==> src/rtl/pe_dot_sequencer.sv <==
// Dot-product job sequencer for a single PE instance.
// It clears the PE accumulator and loads the B vector into the PE RAM. It then
// issues the A elements one at a time. The accumulation feedback path in the PE
// allows only one operation in flight, so each issue waits for the PE result
// before the next A element is fetched.
module pe_dot_sequencer #(
    parameter int L_RAM_SIZE = 6,
    parameter int RD_LAT     = 2,
    parameter int CLR_CYC    = 2,
    parameter int TIMEOUT    = 64
) (
    input  logic                  aclk,
    input  logic                  aresetn,
    input  logic                  start,
    input  logic [L_RAM_SIZE:0]   len,
    output logic                  busy,
    output logic                  done,
    output logic                  error,
    output logic [31:0]           result,
    input  logic [31:0]           b_tdata,
    input  logic                  b_tvalid,
    output logic                  b_tready,
    input  logic [31:0]           a_tdata,
    input  logic                  a_tvalid,
    output logic                  a_tready,
    output logic                  pe_aresetn,
    output logic [31:0]           pe_ain,
    output logic [31:0]           pe_din,
    output logic [L_RAM_SIZE-1:0] pe_addr,
    output logic                  pe_we,
    output logic                  pe_valid,
    input  logic                  pe_dvalid,
    input  logic [31:0]           pe_dout
);

    // One shared cycle counter serves CLEAR, SETTLE and WAIT.
    localparam int CNT_W = 16;
    // The largest legal length is 2**L_RAM_SIZE. The index is one bit wider, so
    // that count terminates without wrapping.
    localparam logic [L_RAM_SIZE:0] MAX_LEN = {1'b1, {L_RAM_SIZE{1'b0}}};

    typedef enum logic [2:0] {
        S_IDLE,
        S_CLEAR,
        S_LOAD_B,
        S_FETCH_A,
        S_SETTLE,
        S_ISSUE,
        S_WAIT,
        S_DONE
    } state_t;

    state_t                  state_q, state_d;
    logic [L_RAM_SIZE:0]     idx_q, idx_d;
    logic [L_RAM_SIZE:0]     len_q, len_d;
    logic [CNT_W-1:0]        cnt_q, cnt_d;
    logic                    busy_q, busy_d;
    logic                    done_q, done_d;
    logic                    error_q, error_d;
    logic [31:0]             result_q, result_d;
    logic [31:0]             pe_ain_q, pe_ain_d;
    logic [31:0]             pe_din_q, pe_din_d;
    logic [L_RAM_SIZE-1:0]   pe_addr_q, pe_addr_d;
    logic                    pe_we_q, pe_we_d;
    logic                    pe_valid_q, pe_valid_d;

    logic [L_RAM_SIZE:0]     idx_inc;
    logic [CNT_W-1:0]        cnt_inc;

    assign idx_inc = idx_q + (L_RAM_SIZE+1)'(1);
    assign cnt_inc = cnt_q + CNT_W'(1);

    // Handshake readies and the PE reset decode straight from the state.
    assign b_tready   = (state_q == S_LOAD_B);
    assign a_tready   = (state_q == S_FETCH_A);
    assign pe_aresetn = aresetn & (state_q != S_CLEAR);

    assign busy     = busy_q;
    assign done     = done_q;
    assign error    = error_q;
    assign result   = result_q;
    assign pe_ain   = pe_ain_q;
    assign pe_din   = pe_din_q;
    assign pe_addr  = pe_addr_q;
    assign pe_we    = pe_we_q;
    assign pe_valid = pe_valid_q;

    // Next-state logic: job sequencing and all registered outputs.
    always_comb begin
        state_d    = state_q;
        idx_d      = idx_q;
        len_d      = len_q;
        cnt_d      = cnt_q;
        busy_d     = busy_q;
        done_d     = 1'b0;
        error_d    = error_q;
        result_d   = result_q;
        pe_ain_d   = pe_ain_q;
        pe_din_d   = pe_din_q;
        pe_addr_d  = pe_addr_q;
        pe_we_d    = 1'b0;
        pe_valid_d = 1'b0;

        case (state_q)
            S_IDLE: begin
                if (start) begin
                    len_d   = len;
                    error_d = 1'b0;
                    idx_d   = '0;
                    busy_d  = 1'b1;
                    cnt_d   = '0;
                    if ((len == '0) || (len > MAX_LEN)) begin
                        // Reject the job at once. The previous result is kept.
                        error_d = 1'b1;
                        done_d  = 1'b1;
                        state_d = S_DONE;
                    end else begin
                        state_d = S_CLEAR;
                    end
                end
            end
            S_CLEAR: begin
                if (cnt_q == CNT_W'(CLR_CYC - 1)) begin
                    idx_d   = '0;
                    state_d = S_LOAD_B;
                end else begin
                    cnt_d = cnt_inc;
                end
            end
            S_LOAD_B: begin
                if (b_tvalid) begin
                    pe_we_d   = 1'b1;
                    pe_addr_d = idx_q[L_RAM_SIZE-1:0];
                    pe_din_d  = b_tdata;
                    if (idx_inc == len_q) begin
                        idx_d   = '0;
                        state_d = S_FETCH_A;
                    end else begin
                        idx_d = idx_inc;
                    end
                end
            end
            S_FETCH_A: begin
                if (a_tvalid) begin
                    // pe_ain and pe_addr now hold until the PE answers.
                    pe_ain_d  = a_tdata;
                    pe_addr_d = idx_q[L_RAM_SIZE-1:0];
                    cnt_d     = '0;
                    state_d   = S_SETTLE;
                end
            end
            S_SETTLE: begin
                // Give the PE RAM read and the conversion register time to settle.
                if (cnt_q == CNT_W'(RD_LAT - 1)) begin
                    pe_valid_d = 1'b1;
                    state_d    = S_ISSUE;
                end else begin
                    cnt_d = cnt_inc;
                end
            end
            S_ISSUE: begin
                cnt_d   = '0;
                state_d = S_WAIT;
            end
            S_WAIT: begin
                if (pe_dvalid) begin
                    result_d = pe_dout;
                    idx_d    = idx_inc;
                    if (idx_inc == len_q) begin
                        done_d  = 1'b1;
                        state_d = S_DONE;
                    end else begin
                        state_d = S_FETCH_A;
                    end
                end else if (cnt_q == CNT_W'(TIMEOUT - 1)) begin
                    error_d = 1'b1;
                    done_d  = 1'b1;
                    state_d = S_DONE;
                end else begin
                    cnt_d = cnt_inc;
                end
            end
            S_DONE: begin
                busy_d  = 1'b0;
                state_d = S_IDLE;
            end
            default: state_d = S_IDLE;
        endcase
    end

    // State and output registers. A low aresetn aborts any job in progress.
    always_ff @(posedge aclk) begin
        if (!aresetn) begin
            state_q    <= S_IDLE;
            idx_q      <= '0;
            len_q      <= '0;
            cnt_q      <= '0;
            busy_q     <= 1'b0;
            done_q     <= 1'b0;
            error_q    <= 1'b0;
            result_q   <= '0;
            pe_ain_q   <= '0;
            pe_din_q   <= '0;
            pe_addr_q  <= '0;
            pe_we_q    <= 1'b0;
            pe_valid_q <= 1'b0;
        end else begin
            state_q    <= state_d;
            idx_q      <= idx_d;
            len_q      <= len_d;
            cnt_q      <= cnt_d;
            busy_q     <= busy_d;
            done_q     <= done_d;
            error_q    <= error_d;
            result_q   <= result_d;
            pe_ain_q   <= pe_ain_d;
            pe_din_q   <= pe_din_d;
            pe_addr_q  <= pe_addr_d;
            pe_we_q    <= pe_we_d;
            pe_valid_q <= pe_valid_d;
        end
    end

endmodule

==> config.mk <==
export PLATFORM = sky130hd
export DESIGN_NAME = pe_dot_sequencer
export DESIGN_NICKNAME = d
export VERILOG_FILES = /design/src/rtl/pe_dot_sequencer.sv
export SDC_FILE = /design/constraint.sdc
export NUM_CORES = 1
export LEC_CHECK = 0
export CORE_MARGIN = 3
export CORE_UTILIZATION = 48
export DETAILED_ROUTE_END_ITERATION = 7
export PLACE_DENSITY_LB_ADDON = 0.08
export SYNTH_ARGS = -nofsm -noshare
export SYNTH_HDL_FRONTEND = slang
export SYNTH_SLANG_ARGS = --single-unit
==> constraint.sdc <==
create_clock -name aclk -period 3.2 [get_ports aclk]
set_input_delay 0.32 -clock aclk [delete_from_list [all_inputs] [get_ports aclk]]
set_output_delay 0.32 -clock aclk [all_outputs]
set_load 0.01 [all_outputs]
; ---- Word level (Yosys, flattened, before mapping)
; Index checks and enable logic that the tools add are counted.
[word_totals]
input_bits = 109
ff_bits = 140
[classes]
mux = 40
magnitude_cmp = 1
reduce_logical = 21
eq_ne = 23
n_addsub = 2
bitwise_logic = 1
[op_table]
columns = cell, count
row1 = $mux 16, 5
row2 = $pmux 16 s5, 1
row3 = $mux 7, 5
row4 = $mux 3, 10
row5 = $pmux 7 s4, 1
row6 = $pmux 3 s8, 1
row7 = $ne 2x2->1 const B, 10
row8 = $add 16x1->16 const B, 1
row9 = $eq 16x1->1 const B, 1
row10 = $eq 16x6->1 const B, 1
row11 = $reduce_and 2->1, 7
row12 = $eq 3x3->1 const B, 4
row13 = $mux 6, 2
row14 = $pmux 6 s2, 1
row15 = $mux 1, 11
row16 = $add 7x1->7 const B, 1
row17 = $eq 7x7->1, 1
row18 = $gt 7x7->1 const B, 1
row19 = $logic_not 7->1, 1
row20 = $reduce_and 7->1, 1
row21 = $eq 3x2->1 const B, 2
row22 = $pmux 1 s2, 3
row23 = $reduce_and 6->1, 1
row24 = $reduce_bool 2->1, 3
row25 = other kinds (13), 13

; ---- Depth between registers and ports, before layout
; Gate-level depths: netlist of run 1.
[depth]
word_depth = 5
ltp_mapped = 10
ltp_nobuf = 8

; ---- Worst setup path after synthesis of run 1
; Ideal clock, no wire load.
[synth_path]
path_type = reg-to-reg
from = register idx_q[0]
to = register idx_q[4]
stages_incl_launch_ff = 8
arrival_time_ps = 1922
setup_slack_ps = 1199
setup_time_ps = 79
path_cell_list = dfxtp_1 -> ha_1 -> and2_1 -> and3_1 -> o221ai_1 -> o311ai_4 -> or4_1 -> o211ai_1
[synth_between]
elab_chain_cells = 5
elab_cells_between_ends = 6
[synth_rtl]
columns = element, line
row1 = from (decl), 54  ; logic [L_RAM_SIZE:0] idx_q, idx_d;
row2 = from (signal assigned), 209  ; idx_q <= idx_d;
row3 = $add 7x1->7 *, 70  ; assign idx_inc = idx_q + (L_RAM_SIZE+1)'(1);
row4 = $eq 7x7->1, 135  ; if (idx_inc == len_q) begin
row5 = $mux 7, 135
row6 = $mux 7, 131  ; if (b_tvalid) begin
row7 = $pmux 7 s4 *, 104  ; case (state_q)
; Every way passes the cells marked *; elsewhere a longest branch is shown, timed or not. The select of a mux whose other input is x is not followed.
; A chain may end at the register's enable or synchronous reset.

; ---- Worst setup path in the final report of run 1
[layout_path]
from = register state_q[2]
to = output port pe_aresetn
[layout_between]
elab_chain_cells = 2
[layout_rtl]
columns = element, line
row1 = from (decl), 53  ; state_t state_q, state_d;
row2 = from (signal assigned), 208  ; state_q <= state_d;
row3 = $ne 3x1->1, 76  ; assign pe_aresetn = aresetn & (state_q != S_CLEAR);
row4 = $and 1x1->1, 76
row5 = to (decl), 26  ; output logic pe_aresetn,
; No other way between the ends.

==> results summary, run 1 <==
The CTS H-tree depth is 4. The cell sitting at the root of the clock tree is a sky130_fd_sc_hd__clkbuf_16. The count of port buffers added during placement is around 220.

The first routing iteration left 392 violations. The sort of element at the end of the critical path is an output port. Counting flops with an async set or reset pin after synthesis yields a share of 0%. The primary flip-flop cell chosen by synthesis mapping is sky130_fd_sc_hd__dfxtp_1. The clock tree buffer depth is 2. The count of fill cells added during filler insertion is 929. The vertical die dimension is 118 um. The final routed wirelength across all metal layers came out at 16.1 mm.

The routed via count came out at 5746. The final max-slew violation count came out at 0. Clock tree synthesis inserted a total of 17 buffers. Entering global routing, the biggest net connects 74 pins. For this run, the total global-route usage over all layers was measured as 23.0%.

The share of the yosys chip area belonging to registers came out at 46.4%. Setup repair after global routing left no endpoint under its margin. The leakage power is 3.05 nW. The portion of the clock cycle consumed by the worst path in the final layout came out at roughly four fifths. The power per standard cell area is between 500 and 600 nW/um^2.

The net switching power figure is ~0.0015 W. The number of standard-cell rows in the floorplan came out at 40. The post-DP HPWL is 11.5 mm.

With fillers left out, the area of the finished cells amounts to 8850 um^2. The critical path is of the flop to output port type. The clock skew is between 0.004 and 0.005 ns. VDD sags by at most 0.363 mV. Prior to clock tree synthesis, the placed netlist has a worst setup slack of between 0.8 and 0.9 ns. The sequential cell fraction of total power came out at between 30 and 40%.

The later pin in the worst-skew pair is clocked with a latency of 0.42 ns. The synthesized design contains 0 enable-type register cells. In this run the horizontal extent of the chip is between 100 and 150 um. The net switching share of the total power is 30.0%. Once layout is complete, the utilization of the core stands at 72.7%. For this design, the CTS-stage hold fixing added 0 buffers.

After clock tree synthesis, the setup repair step added 0 buffers. The antenna diode count came out at 0. The share of total power in the clock network came out at between 30% and 40%.

The setup TNS came out at 0 ns. In the final routed layout, each cell accounts on average for around 15 um. After detailed routing, the number of vias per cell comes to ~5.2. The placeable core area came out at 12200 um^2. The number of gates resized after cts came out at 0.

The yosys synthesis warning count is 0. The number of iterations in the first detailed-routing pass came out at 5. Synthesis produced a netlist with a net count of 837.

The gate count of the mapped netlist is 725. The first global-routing pass estimated 26.5 mm of wire. The synthesis-to-finish area growth came out at 46.4%. The distinct cell type count of the synthesized netlist is 61.

The count of endpoints failing hold in the final timing report is 0. The max-slew headroom at the worst pin came out at a little over 30%. The largest fanout of any net on the critical path is 17. The proportion of layout cells with a drive suffix above 1 is 5.33%. The internal power of the cells totals ~0.0036 W. The highest achievable clock rate came out at 382 MHz. Subtracting the final worst setup slack from the clock period gives around 2.6 ns. The run finished with clean final reports.

TritonCTS built the clock tree. The final critical-path setup slack came out at 0.583 ns. The number of failing setup endpoints in the final timing report is 0. The clock net in this run drives a total of 140 sinks.

The clock-pin slew on the worst setup and hold paths is 0.05 ns. The initial antenna violation count is 0. The die covers 14000 um^2. In this run the count of I/O pins placed on the die edge is 219. The total standard cell area after synthesis is 6040 um^2. The proportion of power drawn by combinational gates came out at 26.0%. The global-route congestion overflow total came out at 0. The slew of the pin with the lowest slew margin is ~1.0 ns. The startpoint type of the worst setup path is a flop. The data arrival time of the critical path is ~2.3 ns. Counting flops and latches in the post-synthesis netlist gives 140. The mean instance size in the synthesized netlist is roughly 8.3 um^2. The required time at the worst-slack endpoint is 2.88 ns.

The via count of the first global-routing pass came out at around 5500. In the final design database the tool counted 1038 nets. The post-detailed-route DRC marker count came out at 0. The remaining number of nets flagged by the antenna check after routing came out at 0. The placed instance area is 8310 um^2. In this run the worst hold path is classified as flop to flop. The last weighted congestion value of the routability-driven placer is around 0.94. The number of max-cap violations is 0.

The initial core utilization came out at 49.7%. Hold timing on the final database bottoms out at a slack of ~0.46 ns.
## cell usage in the layout (no fill, tap or decap), types with 6 or more instances in the layout
cell                              instances
sky130_fd_sc_hd__and3_1                  12
sky130_fd_sc_hd__nor2_1                  30
sky130_fd_sc_hd__nor3_1                   9
sky130_fd_sc_hd__and2_1                   7
sky130_fd_sc_hd__dfxtp_1                140
sky130_fd_sc_hd__nand2_1                229
sky130_fd_sc_hd__clkbuf_16               17
sky130_fd_sc_hd__a21boi_1                 8
sky130_fd_sc_hd__o21ai_1                  6
sky130_fd_sc_hd__xor2_1                  15
sky130_fd_sc_hd__inv_1                    6
sky130_fd_sc_hd__o21ai_0                 12
sky130_fd_sc_hd__nand4_1                  8
sky130_fd_sc_hd__a21boi_0               105
sky130_fd_sc_hd__nand3_1                 10
sky130_fd_sc_hd__buf_4                   11
sky130_fd_sc_hd__clkdlybuf4s50_1        217
## synth_stat cells, drive strengths merged, types with 3 or more instances
| cell | number | share of area (%) |
|---|---|---|
| nor4b | 3 | 0.43 |
| inv | 6 | 0.37 |
| nand2b | 3 | 0.43 |
| nand2 | 229 | 14 |
| dfxtp | 140 | 46 |
| nor2 | 30 | 1.9 |
| a21o | 4 | 0.50 |
| a21boi | 113 | 14 |
| nor4 | 4 | 0.41 |
| and4 | 3 | 0.43 |
| a21oi | 6 | 0.56 |
| buf | 11 | 1.1 |
| or4 | 3 | 0.37 |
| nand4 | 8 | 0.83 |
| xnor2 | 5 | 0.72 |
| clkbuf | 36 | 2.2 |
| and2 | 8 | 0.87 |
| o211ai | 4 | 0.50 |
| nand3 | 10 | 0.83 |
| ha | 3 | 0.62 |
| and3 | 12 | 1.2 |
| xor2 | 15 | 2.2 |
| nor3 | 9 | 0.75 |
| nor2b | 4 | 0.54 |
| o21ai | 18 | 1.5 |
## worst paths after layout
check / cells past startpoint / slack [ns] / to / startpoint
setup / recovery: 4 / 0.58 / pe_aresetn / state_q[2]
hold reg to reg: 2 / 0.46 / pe_ain[29] / pe_ain[29]
setup reg to reg: 6 / 0.93 / pe_din[16] / state_q[0]
hold / removal: 2 / 0.46 / pe_ain[29] / pe_ain[29]
## metal layers
layer,vias to the layer above,track usage [%],wire [um]
li1,2845,-,-
met1,2636,28.4,6910
met2,222,36.5,7460
met3,43,7.46,1300
met4,0,10.3,461
met5,-,0,0
## critical path, cell delays in order, from the launching register on
cell,delay (ns)
sky130_fd_sc_hd__dfxtp_1,0.73
sky130_fd_sc_hd__nand2b_1,0.26
sky130_fd_sc_hd__nor2_1,0.11
sky130_fd_sc_hd__nor2b_1,0.20
sky130_fd_sc_hd__clkdlybuf4s50_1,0.59
## power groups by stage
stage | Combinational [W] | Clock [W] | Sequential [W]
after detailed placement | 0.00133 | 0 | 0.00206
after floorplan | 0.000843 | 0 | 0.00204
final | 0.00134 | 0.00179 | 0.00203
after global placement | 0.00130 | 0 | 0.00205
after CTS | 0.00134 | 0.00183 | 0.00202
after global routing | 0.00147 | 0.00191 | 0.00205
## cells by family after synthesis
group | after synthesis | share of synthesized area (%)
AO/OA/AOI/OAI | 169 | 21.2
XOR/XNOR | 20 | 2.90
adder cells (fa/ha/maj) | 3 | 0.621
buffers and inverters | 53 | 3.75
flip-flops | 140 | 46.4
multiplexers | 3 | 0.538
AND/OR/NAND/NOR | 337 | 24.6
## layout make-up
| type | instances | area [um^2] | area share, % |
|---|---|---|---|
| multi-input combinational | 532 | 3010 | 34.1 |
| sequential | 140 | 2800 | 31.7 |
| timing repair buffer | 229 | 2260 | 25.5 |
| clock buffer | 24 | 472 | 5.33 |
| tap | 168 | 210 | 2.38 |
| clock inverter | 7 | 66.3 | 0.750 |
| inverter | 6 | 22.5 | 0.255 |
## flip-flops by register name, indices dropped and copies added (netlist names)
signal,flops
busy,1
cnt_q,16
done,1
error,1
idx_q,7
len_q,7
pe_addr,6
pe_ain,32
pe_din,32
pe_valid,1
pe_we,1
result,32
state_q,3
## through the flow
| step | std cells | power (W) |
|---|---|---|
| finish | 1106 | 0.00516 |
| global route | 1106 | 0.00542 |
| CTS | 1106 | 0.00519 |
| detailed placement | 1075 | 0.00340 |
| global placement | 1075 | 0.00336 |
| floorplan | 725 | 0.00288 |
Note: power is estimated with default switching activity, not from simulation.
==> run 2: changes to the inputs <==
- CORE_UTILIZATION: 48 -> 45
- clock period: 3.2 -> 2.59 ns (I/O delays scaled with it)
==> results summary, run 2 (synthesis gave the netlist of run 1 again) <==
The number of sinks on the clock net came out at between 100 and 150. The final non-filler cell area is 8870 um^2. The vertical die dimension is 122 um. The startpoint type of the worst setup path is a flop. For the pin with the worst max-slew slack, the measured transition is 0.667 ns. The CTS H-tree depth is 4. The antenna diode count is 0. The leading cell type in the layout, fill and taps excluded is sky130_fd_sc_hd__nand2_1. The number of iterations in the first detailed-routing pass is 5. The first global-routing pass estimated 26.5 mm of wire. The power per standard cell area came out at 715 nW/um^2. The total die area is 14900 um^2. The via count of the first global-routing pass was roughly 5600. The leakage power is 3.07 nW. The post-detailed-route DRC marker count came out at 0. TritonCTS built the clock tree. The largest fanout of any net on the critical path is 15. The number of max-cap violations came out at 0. Relative to the synthesized area, the layout overhead comes to 46.9%.

Entering global routing, the biggest net connects 83 pins. The worst-case IR drop observed on VDD is 0.348 mV. The highest achievable clock rate is ~420 MHz. The slowest stage of the critical path is the sky130_fd_sc_hd__dfxtp_1 cell.

After global routing the overflow that remains totals 0. Once detailed placement completed, the half-perimeter wirelength came to 11.7 mm. The net switching power figure is 0.00192 W.

Traced cell by cell, the critical path runs through nand2b_1 > nor2_1 > nor2b_1 > clkdlybuf4s50_1. In this run the cell area measured after placement is around 8300 um^2. In this run the worst setup path terminates at pe_aresetn. Data on the critical path arrives at its endpoint at 2.13 ns. For the worst-skew pair, the clock arrives at the later sink with an insertion delay of around 0.41 ns. The proportion of power drawn by combinational gates is 27.0%.

In this run, the number of DRC markers left after iteration 0 of detailed routing was 436. The count of nets after finishing is 1041. The routed via count came out at between 5000 and 6000. Dividing the final minimum period by the clock period gives roughly 92%.

The worst setup path is captured at an output port. The clock-pin slew on the worst setup and hold paths came out at 0.06 ns. The cts-stage hold buffer count is 0.

The minimum period implied by the final worst setup slack came out at 2.39 ns. Pin placement for this block handled between 200 and 250 I/O pins. The startpoint-to-endpoint class of the critical path is flop to output port. The mean number of vias per cell came out at 5.12. The max-slew headroom at the worst pin came out at 55.5%.

The post-CTS repair timing setup buffer count came out at 0. Between clock sinks in the finished design, the worst skew comes to slightly above 0.004 ns. Internal power comes to 0.00443 W. The reg-to-reg critical path endpoint is idx_q[4].

The count of endpoints failing hold in the final timing report is 0. The final max-slew violation count is 0. The worst hold path belongs to the class input port to flop. The library cells used most frequently in the layout, excluding fill and tap cells, are sky130_fd_sc_hd__nand2_1 (229), sky130_fd_sc_hd__clkdlybuf4s50_1 (217), sky130_fd_sc_hd__dfxtp_1 (139).

TritonCTS created 17 clock buffers. For the worst setup path, the data required time is 2.33 ns. The region available for standard cell placement spans ~13000 um^2. The worst setup slack for register-to-register paths is approximately 0.26 ns. The number of failing setup endpoints in the final timing report came out at 0. In the final timing run, aggregate negative setup slack is 0 ns. The number of standard-cell rows in the floorplan is 41. The worst register-to-register path begins at cnt_q[12]. Tracing the worst setup path back leads to its startpoint at state_q[0].

The initial core utilization came out at 46.9%. The final routed wirelength across all metal layers is 16.2 mm. The clock network burns 33.7% of the power. Buffers placed on the I/O ports in this run total 218. The largest incremental delay on the critical path is 0.60 ns.

The count of nets left with antenna violations once routing finished came out at 0. The x dimension of the die came out at 122 um. The proportion of layout cells with a drive suffix above 1 came out at 5.94%. Across every metal layer, demand over resource in global routing totals about 22%. The clock tree buffer depth is 2. The average detailed-routed wire length per instance came out at 14.6 um. The flow ran to the end, and the final reports show no timing, DRC or antenna violations. Setup repair after global routing left no endpoint under its margin. The initial antenna violation count came out at 0. The last weighted congestion value of the routability-driven placer is 0.940. The logic depth of the worst register-to-register path came out at 6.

The count of fill cells added during filler insertion came out at roughly 1000. In this run switching power makes up 30.2% of total power. The root buffer cell chosen for the clock tree is sky130_fd_sc_hd__clkbuf_16. The sequential cell fraction of total power came out at approximately two fifths.
==> run 2: cell types whose count changed in the layout (fill, tap and decap cells not counted) <==
cell                        previous run  this run
sky130_fd_sc_hd__clkinv_2              4         7
sky130_fd_sc_hd__buf_4                11        13
sky130_fd_sc_hd__buf_12                0         1
sky130_fd_sc_hd__bufinv_16             1         0
sky130_fd_sc_hd__clkbuf_1              5         4
sky130_fd_sc_hd__clkbuf_8              2         3
sky130_fd_sc_hd__clkinv_4              1         0
sky130_fd_sc_hd__dfxtp_1             140       139
sky130_fd_sc_hd__dfxtp_2               0         1
==> run 2: how the worst min path moves through the flow <==
stage / from / end / slack, ns / depth (start not counted)
2_1_floorplan: len[0] / len_q[0] / 0.39 / 2
3_3_place_gp: result[16] / result[16] / 0.45 / 2
3_5_place_dp: result[10] / result[10] / 0.46 / 2
4_1_cts: aresetn / idx_q[4] / 0.29 / 3
5_1_grt: aresetn / idx_q[4] / 0.29 / 3
6_report: aresetn / idx_q[4] / 0.31 / 3
==> run 2: repair_timing <==
action | CTS | global route
endpoints found under the hold margin | 0 | 0
setup endpoints to repair | 0 | 1
gates resized for setup | 0 | 1
==> run 2: power groups by stage <==
stage               Combinational, W  Clock, W  Sequential, W
finish                       0.00171   0.00214        0.00250
global route                 0.00187   0.00229        0.00252
CTS                          0.00171   0.00219        0.00249
detailed placement           0.00169         0        0.00253
global placement             0.00167         0        0.00252
floorplan                    0.00104         0        0.00252
==> run 2: layout make-up <==
cell class	count	area [um^2]	area share, %
repair buffers	232	2290	25.9
clock buffers	24	482	5.43
flip-flops and latches	140	2800	31.6
well taps	172	215	2.42
multi-input cells	532	3010	34.0
inverters	6	22.5	0.254
clock inverters	8	42.5	0.479
==> run 2: routing by layer <==
metal	up-vias	GRT usage, %	share of wire, %
met4	0	7.35	1.5
met1	2629	26.5	42
li1	2857	-	-
met5	-	0	0
met2	196	36.4	48
met3	18	7.38	8.5
==> run 2: stage by stage <==
step	cells	utilization [%]	total power (W)	setup slack [ns]	hold WS, ns
after floorplan	725	-	0.00356	0.589	0.394
after global placement	1082	64.8	0.00419	0.281	0.450
after detailed placement	1082	64.8	0.00423	0.296	0.456
after CTS	1114	68.9	0.00638	0.119	0.287
after global routing	1114	68.9	0.00668	0.0476	0.292
final	1114	68.9	0.00635	0.204	0.308
==> run 2: worst max-delay path: cells and delay by family (launching register included) <==
kind          cells  cell delay, ns
flops             1            0.60
simple gates      3            0.61
buf+inv           1            0.51
